[src/rtl/elevator_motor_controller.sv]
// SCAN-order elevator motor and door sequencer driven by a divided tick.
// Define ELEVATOR_MOTOR_HOMING_EN to return the car to default_floor after an idle timeout.
module elevator_motor_controller #(
  parameter int FLOOR_COUNT  = 8,
  parameter int FLOOR_W      = $clog2(FLOOR_COUNT),
  parameter int TICK_DIV     = 1000000,
  parameter int TRAVEL_TICKS = 4,
  parameter int DOOR_TICKS   = 3,
  parameter int IDLE_TICKS   = 10
) (
  input  logic                   clk,
  input  logic                   reset,
  input  logic [FLOOR_W-1:0]     default_floor,
  input  logic [FLOOR_COUNT-1:0] queue_status,
  output logic                   up_ndown,
  output logic                   moving,
  output logic                   door_open,
  output logic [FLOOR_W-1:0]     current_floor,
  output logic [FLOOR_COUNT-1:0] service_ack
);

  localparam int TICK_W   = $clog2(TICK_DIV);
  localparam int TRAVEL_W = $clog2(TRAVEL_TICKS + 1);
  localparam int DOOR_W   = $clog2(DOOR_TICKS + 1);

  localparam logic [1:0] S_IDLE = 2'd0;
  localparam logic [1:0] S_MOVE = 2'd1;
  localparam logic [1:0] S_DOOR = 2'd2;
`ifdef ELEVATOR_MOTOR_HOMING_EN
  localparam logic [1:0] S_HOME = 2'd3;
  localparam int IDLE_W = $clog2(IDLE_TICKS + 1);
`endif

  logic [1:0]          state;
  logic [TICK_W-1:0]   tick_cnt;
  logic [TRAVEL_W-1:0] travel_cnt;
  logic [DOOR_W-1:0]   door_cnt;
  logic                tick;
  logic [FLOOR_W-1:0]  step_floor;
  logic                req_here, req_ahead, req_behind, req_at_step, req_past_step;
  logic                travel_done, door_done, keep_going;

  function automatic logic req_beyond(input logic [FLOOR_COUNT-1:0] q,
                                      input logic [FLOOR_W-1:0] f, input logic up);
    logic r;
    r = 1'b0;
    for (int i = 0; i < FLOOR_COUNT; i++)
      if (up ? (i > int'(f)) : (i < int'(f))) r = r | q[i];
    return r;
  endfunction

  function automatic logic [FLOOR_COUNT-1:0] floor_bit(input logic [FLOOR_W-1:0] f);
    return FLOOR_COUNT'(1) << f;
  endfunction

  assign tick          = (tick_cnt == TICK_W'(TICK_DIV - 1));
  assign step_floor    = up_ndown ? current_floor + FLOOR_W'(1) : current_floor - FLOOR_W'(1);
  assign req_here      = queue_status[current_floor];
  assign req_ahead     = req_beyond(queue_status, current_floor, up_ndown);
  assign req_behind    = req_beyond(queue_status, current_floor, ~up_ndown);
  assign req_at_step   = queue_status[step_floor];
  assign req_past_step = req_beyond(queue_status, step_floor, up_ndown);
  assign travel_done   = tick && (travel_cnt == TRAVEL_W'(TRAVEL_TICKS - 1));
  assign door_done     = tick && (door_cnt == DOOR_W'(DOOR_TICKS - 1));

`ifdef ELEVATOR_MOTOR_HOMING_EN
  logic [FLOOR_W-1:0] home_target;
  logic [IDLE_W-1:0]  idle_cnt;
  logic               idle_done;

  assign home_target = (int'(default_floor) > FLOOR_COUNT - 1) ? FLOOR_W'(FLOOR_COUNT - 1)
                                                                : default_floor;
  assign idle_done   = (idle_cnt == IDLE_W'(IDLE_TICKS)) ||
                       (tick && (idle_cnt == IDLE_W'(IDLE_TICKS - 1)));

  // Saturates so a car already at its home floor keeps re-checking if the target moves.
  always_ff @(posedge clk) begin
    if (reset || state != S_IDLE || queue_status != '0)
      idle_cnt <= '0;
    else if (tick && idle_cnt != IDLE_W'(IDLE_TICKS))
      idle_cnt <= idle_cnt + IDLE_W'(1);
  end
`else
  logic unused_default_floor;
  localparam int unused_idle_ticks = IDLE_TICKS;
  assign unused_default_floor = ^default_floor;
`endif

  always_comb begin
    keep_going = req_past_step;
`ifdef ELEVATOR_MOTOR_HOMING_EN
    if (state == S_HOME) keep_going = (step_floor != home_target);
`endif
  end

  always_ff @(posedge clk) begin
    if (reset) tick_cnt <= '0;
    else if (tick) tick_cnt <= '0;
    else tick_cnt <= tick_cnt + TICK_W'(1);
  end

  always_ff @(posedge clk) begin
    if (reset) begin
      state         <= S_IDLE;
      up_ndown      <= 1'b1;
      moving        <= 1'b0;
      door_open     <= 1'b0;
      current_floor <= '0;
      service_ack   <= '0;
      travel_cnt    <= '0;
      door_cnt      <= '0;
    end else begin
      service_ack <= '0;
      case (state)
        S_IDLE: begin
          if (req_here) begin
            state       <= S_DOOR;
            door_open   <= 1'b1;
            service_ack <= floor_bit(current_floor);
            door_cnt    <= '0;
          end else if (req_ahead || req_behind) begin
            if (!req_ahead) up_ndown <= ~up_ndown;
            state      <= S_MOVE;
            moving     <= 1'b1;
            travel_cnt <= '0;
          end
`ifdef ELEVATOR_MOTOR_HOMING_EN
          else if (idle_done && current_floor != home_target) begin
            up_ndown   <= (home_target > current_floor);
            state      <= S_HOME;
            moving     <= 1'b1;
            travel_cnt <= '0;
          end
`endif
        end
`ifdef ELEVATOR_MOTOR_HOMING_EN
        S_MOVE, S_HOME: begin
`else
        S_MOVE: begin
`endif
          if (travel_done) begin
            current_floor <= step_floor;
            travel_cnt    <= '0;
            if (req_at_step) begin
              state       <= S_DOOR;
              moving      <= 1'b0;
              door_open   <= 1'b1;
              service_ack <= floor_bit(step_floor);
              door_cnt    <= '0;
            end else if (!keep_going) begin
              state  <= S_IDLE;
              moving <= 1'b0;
            end
          end else if (tick) begin
            travel_cnt <= travel_cnt + TRAVEL_W'(1);
          end
        end
        S_DOOR: begin
          // The queue clears the bit the cycle after an ack, so a set bit outside the ack cycle is a new call.
          if (req_here && !service_ack[current_floor]) begin
            service_ack <= floor_bit(current_floor);
            door_cnt    <= '0;
          end else if (door_done) begin
            state     <= S_IDLE;
            door_open <= 1'b0;
            door_cnt  <= '0;
          end else if (tick) begin
            door_cnt <= door_cnt + DOOR_W'(1);
          end
        end
        default: state <= S_IDLE;
      endcase
    end
  end

endmodule

[config.mk]
export PLATFORM = sky130hd
export DESIGN_NAME = elevator_motor_controller
export DESIGN_NICKNAME = d
export VERILOG_FILES = /design/src/rtl/elevator_motor_controller.sv
export SDC_FILE = /design/constraint.sdc
export NUM_CORES = 1
export LEC_CHECK = 0
export ABC_AREA = 1
export CORE_ASPECT_RATIO = 1.4
export CORE_MARGIN = 3
export CORE_UTILIZATION = 36
export CTS_BUF_LIST = sky130_fd_sc_hd__clkbuf_2 sky130_fd_sc_hd__clkbuf_4 sky130_fd_sc_hd__clkbuf_8
export DETAILED_ROUTE_END_ITERATION = 12
export HOLD_SLACK_MARGIN = 0.15
export PLACE_DENSITY = 0.63
export RECOVER_POWER = 25
export SKIP_LAST_GASP = 1
export SYNTH_ARGS = -nofsm -noshare
export SYNTH_HDL_FRONTEND = slang
export SYNTH_SLANG_ARGS = --single-unit
export TNS_END_PERCENT = 1
[constraint.sdc]
create_clock -name clk -period 2.6 [get_ports clk]
set_input_delay 0.52 -clock clk [delete_from_list [all_inputs] [get_ports clk]]
set_output_delay 0.52 -clock clk [all_outputs]
set_load 0.01 [all_outputs]
; ---- Word-level counts from Yosys, hierarchy flattened
; Cells that the tools add are included.
[classes]
addsub = 5
eq_ne = 16
n_shift = 2
order_cmp = 30
bitwise_logic = 24
reduce_logical = 16
n_mux = 92
[ops]
columns = operator, n
row1 = $mux 1, 61
row2 = $mux 8, 4
row3 = $mux 2, 13
row4 = $gt 3x3->1 const A, 8
row5 = $pmux 8 s3, 1
row6 = $or 1x1->1, 21
row7 = $add 20x1->20 const B, 1
row8 = $eq 20x20->1 const B, 1
row9 = $lt 3x3->1 const A, 6
row10 = $shl 1x3->8 const A, 2
row11 = $mux 3, 5
row12 = $reduce_and 5->1, 3
row13 = $ne 2x2->1 const B, 7
row14 = $gt 2x3->1 const A, 4
row15 = $lt 1x3->1 const A, 4
row16 = $lt 2x3->1 const A, 4
row17 = $pmux 2 s3, 2
row18 = $bmux 1 s3, 3
row19 = $ne 3x3->1 const B, 3
row20 = $lt 3x4->1 const B, 2
row21 = $reduce_and 4->1, 2
row22 = $add 3x1->3 const B, 2
row23 = $gt 1x3->1 const A, 2
row24 = $pmux 3 s2, 1
row25 = 18 further kinds, 23
[totals]
ff_bits = 41
elab_cells = 194

; ---- Logic depth before layout (Yosys ltp)
; Gate-level depths: netlist of the first run.
[depth]
ltp_word = 23
ltp_mapped = 20

; ---- Worst setup path after synthesis of the first run
; Ideal clock, no wire load.
[synth_timing]
kind = flip-flop to flip-flop
start = register current_floor[0]
end = register state[0]
path_slack_ps = 365
setup_ps = 126
synth_period_minus_slack_ps = 2235
path_buffers = 2
arrival_ps = 2109
required_time_ps = 2474
stages_incl_launch_ff = 20
cell_sequence = dfxtp_1 buf_6 inv_4 buf_2 ha_1 inv_1 nand2_1 nand2_2 nand2_1 inv_1 nand2_1 nand2_1 nand2_1 inv_1 nand3_1 nor2_1 nand2_1 nand2_1 o21a_1 nor2_1
[synth_between]
elab_chain_cells = 21
word_cells_on_any_way = 117
cone_classes = add/sub (2) / order compare (28) / eq/ne (3) / mux (59) / bitwise (21) / reduce/logical (4)
[synth_rtl]
columns = item, line
row1 = "start, declared", 18  ; output logic [FLOOR_W-1:0] current_floor,
row2 = "start signal, assigned", 142  ; current_floor <= step_floor;
row3 = $sub 3x1->3 / $add 3x1->3 (equally long branches), 57  ; assign step_floor = up_ndown ? current_floor + FLOOR_W'(1) : current_floor - FLOOR_W'(1);
row4 = $mux 3, 57
row5 = $lt 1x3->1, 48  ; if (up ? (i > int'(f)) : (i < int'(f))) r = r | q[i];
row6 = $mux 1 (2 in a row), 48
row7 = $or 1x1->1, 48
row8 = $mux 1, 48
row9 = $or 1x1->1, 48
row10 = $mux 1, 48
row11 = [... 4 more ...], n/a
row12 = $or 1x1->1, 48
row13 = $mux 1, 48
row14 = $or 1x1->1, 48
row15 = $mux 1, 48
row16 = $or 1x1->1, 48
row17 = $mux 1, 48
row18 = $ne 3x3->1 (no source line), n/a
row19 = $reduce_and 5->1 (no source line), n/a
row20 = "end signal, assigned", 104  ; state <= S_IDLE;
row21 = "end signal, assigned", 117  ; state <= S_DOOR;
row22 = "end signal, assigned", 123  ; state <= S_MOVE;
row23 = "end, declared", 34  ; logic [1:0] state;
; Several ways; a longest one is shown, not always the timed one. The select of a mux whose other input is x is not followed.
; A chain may end at the register's enable or synchronous reset.

; ---- Final worst setup path of the first run
[layout_timing]
start = register current_floor[0]
end = register moving
[layout_between]
elab_chain_cells = 21
word_cells_on_any_way = 112
cone_classes = add/sub (2) / order compare (28) / eq/ne (3) / mux (56) / bitwise (21) / reduce/logical (2)
[layout_rtl]
columns = item, line
row1 = $sub 3x1->3 / $add 3x1->3 (equally long branches), 57
row2 = $mux 3, 57
row3 = $lt 1x3->1, 48
row4 = $mux 1 (2 in a row), 48
row5 = $or 1x1->1, 48
row6 = $mux 1, 48
row7 = $or 1x1->1, 48
row8 = $mux 1, 48
row9 = [... 4 more ...], n/a
row10 = $or 1x1->1, 48
row11 = $mux 1, 48
row12 = $or 1x1->1, 48
row13 = $mux 1, 48
row14 = $or 1x1->1, 48
row15 = $mux 1, 48
row16 = $ne 3x3->1 (no source line), n/a
row17 = $reduce_and 5->1 (no source line), n/a
row18 = "end signal, assigned", 106  ; moving <= 1'b0;
row19 = "end signal, assigned", 124  ; moving <= 1'b1;
row20 = "end signal, assigned", 146  ; moving <= 1'b0;
row21 = "end, declared", 16  ; output logic moving,
; Several ways; a longest one is shown, not always the timed one. The select of a mux whose other input is x is not followed.

==> results.yml, run 1 <==
status:
  status: "completed"
worst_setup_path:
  slowest_stage: "dfxtp_1"
  r2r.worst_path.cells: 18
  r2r_start: "current_floor[0]$_SDFFE_PP0P_"
  slowest_delay_ns: 0.49
  endpoint_kind: "register"
  cp_max_fo: 10
  cp.depth: 18
  reg2reg_slack_ns: 0.33
  crit_arrival_ns: 2.46
  timing.critical_path.mode_cell: "nand2_1"
  r2r-end: "moving$_SDFFE_PP0P_"
  crit_end: "moving$_SDFFE_PP0P_"
  crit_buf_inv: 4
  critPathRequiredTime_ns: 2.79
  crit_type: "register to register"
  crit_start: "current_floor[0]$_SDFFE_PP0P_"
  start_kind: "register"
  crit_chain: "inv_4 -> ha_1 -> inv_1 -> nand2_1 -> nand2_2 -> nand2_1 -> inv_1 -> nand2_1 -> nand2_1 -> nand2_1 -> inv_1 -> nand3_1 -> nor2_1 -> nand2_1 -> nand2_1 -> nand2_1 -> nand2_1 -> nor2_1"
  critPathTopFamily: "simple AND/OR/NAND/NOR gates"
yosys:
  synth_top_family_by_area: "simple AND/OR/NAND/NOR gates"
  synth_cell_types: 40
  synth.avg_cell_area_sq_um: 6.48
  synth-seq-area-share_pct: 27.2
  synthXorXnorAreaFrac_pct: 1.45
  syn_area_sq_um: 3020
  synth-compound-area-share_pct: 13.6
  synth.mux.area_fraction_pct: 0
  synth-adder-area-share_pct: 3.73
  syn-num-nets: 487
  ys.warnings.count: 0
  netlist_instances: 465
  ys_ff_latch: 41
  synth_simple_gate_area_share_pct: 42.2
floorplanning:
  initial_core_util_pct: 38.0
  die_area_sq_um: 9530
  num_rows: 38
  die_w_um: 83.4
  die_y_um: 114
  ios: 27
  core_sq_um: 7940
sta:
  fin_tns_setup_ns: 0
  finalSetupViolCount: 0
  timing.final.ws_setup_ns: 0.327
  min_period_ns: 2.27
  max-slew-margin-rel_pct: 65.0
  max_freq_mhz: 440
  slew_violations: 0
  post-route-period-util_pct: 87.4
  rsz0062_at_grt: "no"
  clock_skew_ns: 0.00850
  hold_viol: 0
  worst-slew-pin-transition_ns: 0.525
cts:
  numCtsBuffers: 5
  clock-sinks: 41
  path_clk_slew_ns: 0.08
  postCtsSetupBuffers: 0
  h-tree-depth: 2
  cts_hold_buf: 0
  cts-root-buf: "clkbuf_8"
  insertion_delay_ns: 0.29
  clockBufferDepth: 2
  cts_tree: "done"
  cts_resized: 0
global_routing:
  grt_start_max_net_pins: 18
  grt_pass1_vias: 2843
  grt_pass1_wl_mm: 12.7
  grt_overflow: 0
  antenna_found_initial: 0
  grt_use_total_pct: 16.1
finish:
  nets: 515
  fin_cells: 594
  diodes: 0
  area_growth_syn_to_layout_pct: 13.9
  nFillCells: 843
  drive_above_1_share_pct: 15.2
routing:
  wl_met3_um: 184
  drt-wirelength-per-cell_um: 12.4
  num_vias: 2948
  drt_first_pass_iters: 4
  wirelength_met1_mm: 3.06
  drt_iter0_markers: 150
  ant_nets: 0
  highest_layer: "met4"
  viasPerCell: 4.96
  drc_errors: 0
  wl_met2_mm: 3.84
  drt_wl_total_mm: 7.34
worst_hold_path:
  holdPathStages: 1
  worstHoldPathType: "register to register"
power:
  ir_worst_vdd_mv: 0.316
  power.internal_uw: 996
  p_leak_uw: 0.00154
  powerDensity_nw_per_um2: 425
  seqPwrFrac_pct: 47.8
  clockPowerShare_pct: 29.2
  p_sw_share_pct: 31.8
  p_sw_uw: 464
  power_frac_comb_pct: 23.1
placement:
  post-place-ws_ns: 0.321
  dp_hpwl_mm: 5.84
  dp.cells: 586
  port_buffers: 23
  gp_congestion: 0.934
run:
  cap_violations: 0
-- power groups by stage --
stage | clock, uW | combinational (uW) | sequential, uW
2_1_floorplan | 0 | 240 | 711
3_3_place_gp | 0 | 338 | 711
3_5_place_dp | 0 | 342 | 712
4_1_cts | 440 | 343 | 698
5_1_grt | 467 | 389 | 703
6_report | 426 | 336 | 698
-- synthesized netlist by cell type --
| cell type | count | area [sq um] |
|---|---|---|
| inv_4 | 2 | 12.5 |
| a31oi_1 | 1 | 6.26 |
| buf_2 | 4 | 20.0 |
| nor3_1 | 8 | 40.0 |
| nand4_2 | 2 | 25.0 |
| nand2_2 | 14 | 87.6 |
| a21oi_1 | 30 | 150 |
| o21ai_2 | 1 | 8.76 |
| o21ai_0 | 17 | 85.1 |
| inv_1 | 53 | 199 |
| xnor2_1 | 2 | 17.5 |
| o211ai_2 | 1 | 12.5 |
| nor4_2 | 1 | 12.5 |
| xor2_1 | 3 | 26.3 |
| nor3b_1 | 1 | 7.51 |
| o21ai_1 | 14 | 70.1 |
| nor3_2 | 1 | 10.0 |
| nor3b_2 | 1 | 12.5 |
| buf_6 | 7 | 78.8 |
| a21oi_2 | 2 | 17.5 |
| nand2_4 | 4 | 45.0 |
| nand2_1 | 109 | 409 |
| nor2_1 | 55 | 206 |
| nand3_1 | 31 | 155 |
| inv_6 | 1 | 8.76 |
| nand3b_1 | 2 | 15.0 |
| clkinv_1 | 1 | 3.75 |
| inv_2 | 6 | 22.5 |
| nor2_2 | 9 | 56.3 |
| ha_1 | 9 | 113 |
| nand3_2 | 6 | 60.1 |
| o211ai_1 | 4 | 30.0 |
| o21a_1 | 4 | 30.0 |
| nand4_1 | 11 | 68.8 |
| dfxtp_1 | 41 | 821 |
| or2_2 | 1 | 6.26 |
| clkbuf_1 | 1 | 3.75 |
| buf_4 | 1 | 7.51 |
| nor2_8 | 1 | 20.0 |
| nor2_4 | 3 | 33.8 |
-- per-layer routing --
layer | up-vias | global-route usage (%)
li1 | 1556 | -
met1 | 1324 | 18.0
met2 | 48 | 29.6
met3 | 20 | 2.66
met4 | 0 | 7.20
met5 | - | 0
-- sequential cells by signal, summed over array words and instances, names as in the netlist --
name           count
current_floor      3
door_cnt           2
door_open          1
moving             1
service_ack        8
state              2
tick_cnt          20
travel_cnt         3
up_ndown           1
-- cells in the final DEF, fill, tap and decap left out, types with 4 or more instances in the layout --
master	instances
buf_4	11
nor2_1	55
a21oi_1	30
inv_1	53
nand3_2	6
dfxtp_1	41
nor2_2	9
o21ai_1	14
o21ai_0	17
inv_2	6
nand2_1	109
nand3_1	31
nor3_1	8
clkbuf_8	5
nand2_4	4
dlygate4sd3_1	10
o21a_1	4
o211ai_1	4
clkdlybuf4s50_1	13
ha_1	9
nand2_2	14
nand4_1	11
-- metrics by stage --
step	utilization, %	hold slack (ns)	area [sq um]	power (uW)
after floorplan	-	0.418	3020	952
after global placement	42.1	0.429	3340	1050
after detailed placement	42.1	0.441	3340	1050
after CTS	43.3	0.456	3430	1480
after global routing	43.3	0.477	3430	1560
final	43.3	0.451	3430	1460
-- area by class of cell --
cell class              instances  area (sq um)  area share [%]
multi-input cells             348          1840            53.5
inverters                      63           246            7.18
clock inverters                 2          15.0           0.437
clock buffers                   6          76.3            2.22
flip-flops and latches         41           821            23.9
repair buffers                 34           313            9.11
well taps                     100           125            3.64
-- worst min-delay path by stage --
stage,slack [ns],endpoint,startpoint
2_1_floorplan,0.42,tick_cnt[0]$_SDFF_PP0_,tick_cnt[0]$_SDFF_PP0_
3_3_place_gp,0.43,tick_cnt[0]$_SDFF_PP0_,tick_cnt[0]$_SDFF_PP0_
3_5_place_dp,0.44,tick_cnt[0]$_SDFF_PP0_,tick_cnt[0]$_SDFF_PP0_
4_1_cts,0.46,tick_cnt[0]$_SDFF_PP0_,tick_cnt[0]$_SDFF_PP0_
5_1_grt,0.48,tick_cnt[0]$_SDFF_PP0_,tick_cnt[0]$_SDFF_PP0_
6_report,0.45,tick_cnt[0]$_SDFF_PP0_,tick_cnt[0]$_SDFF_PP0_
-- cell families after synthesis --
family | Yosys count
simple gates | 260
flops | 41
xor+xnor | 5
buf+inv | 76
compound gates | 74
fa+ha+maj | 9
Note: power is estimated with default switching activity, not from simulation.
==> run 2: changes to the inputs <==
- CAP_MARGIN: not set -> 20
==> results of run 2 <==
Same layout as run 1: the final DEF is identical, and so are final timing and power.
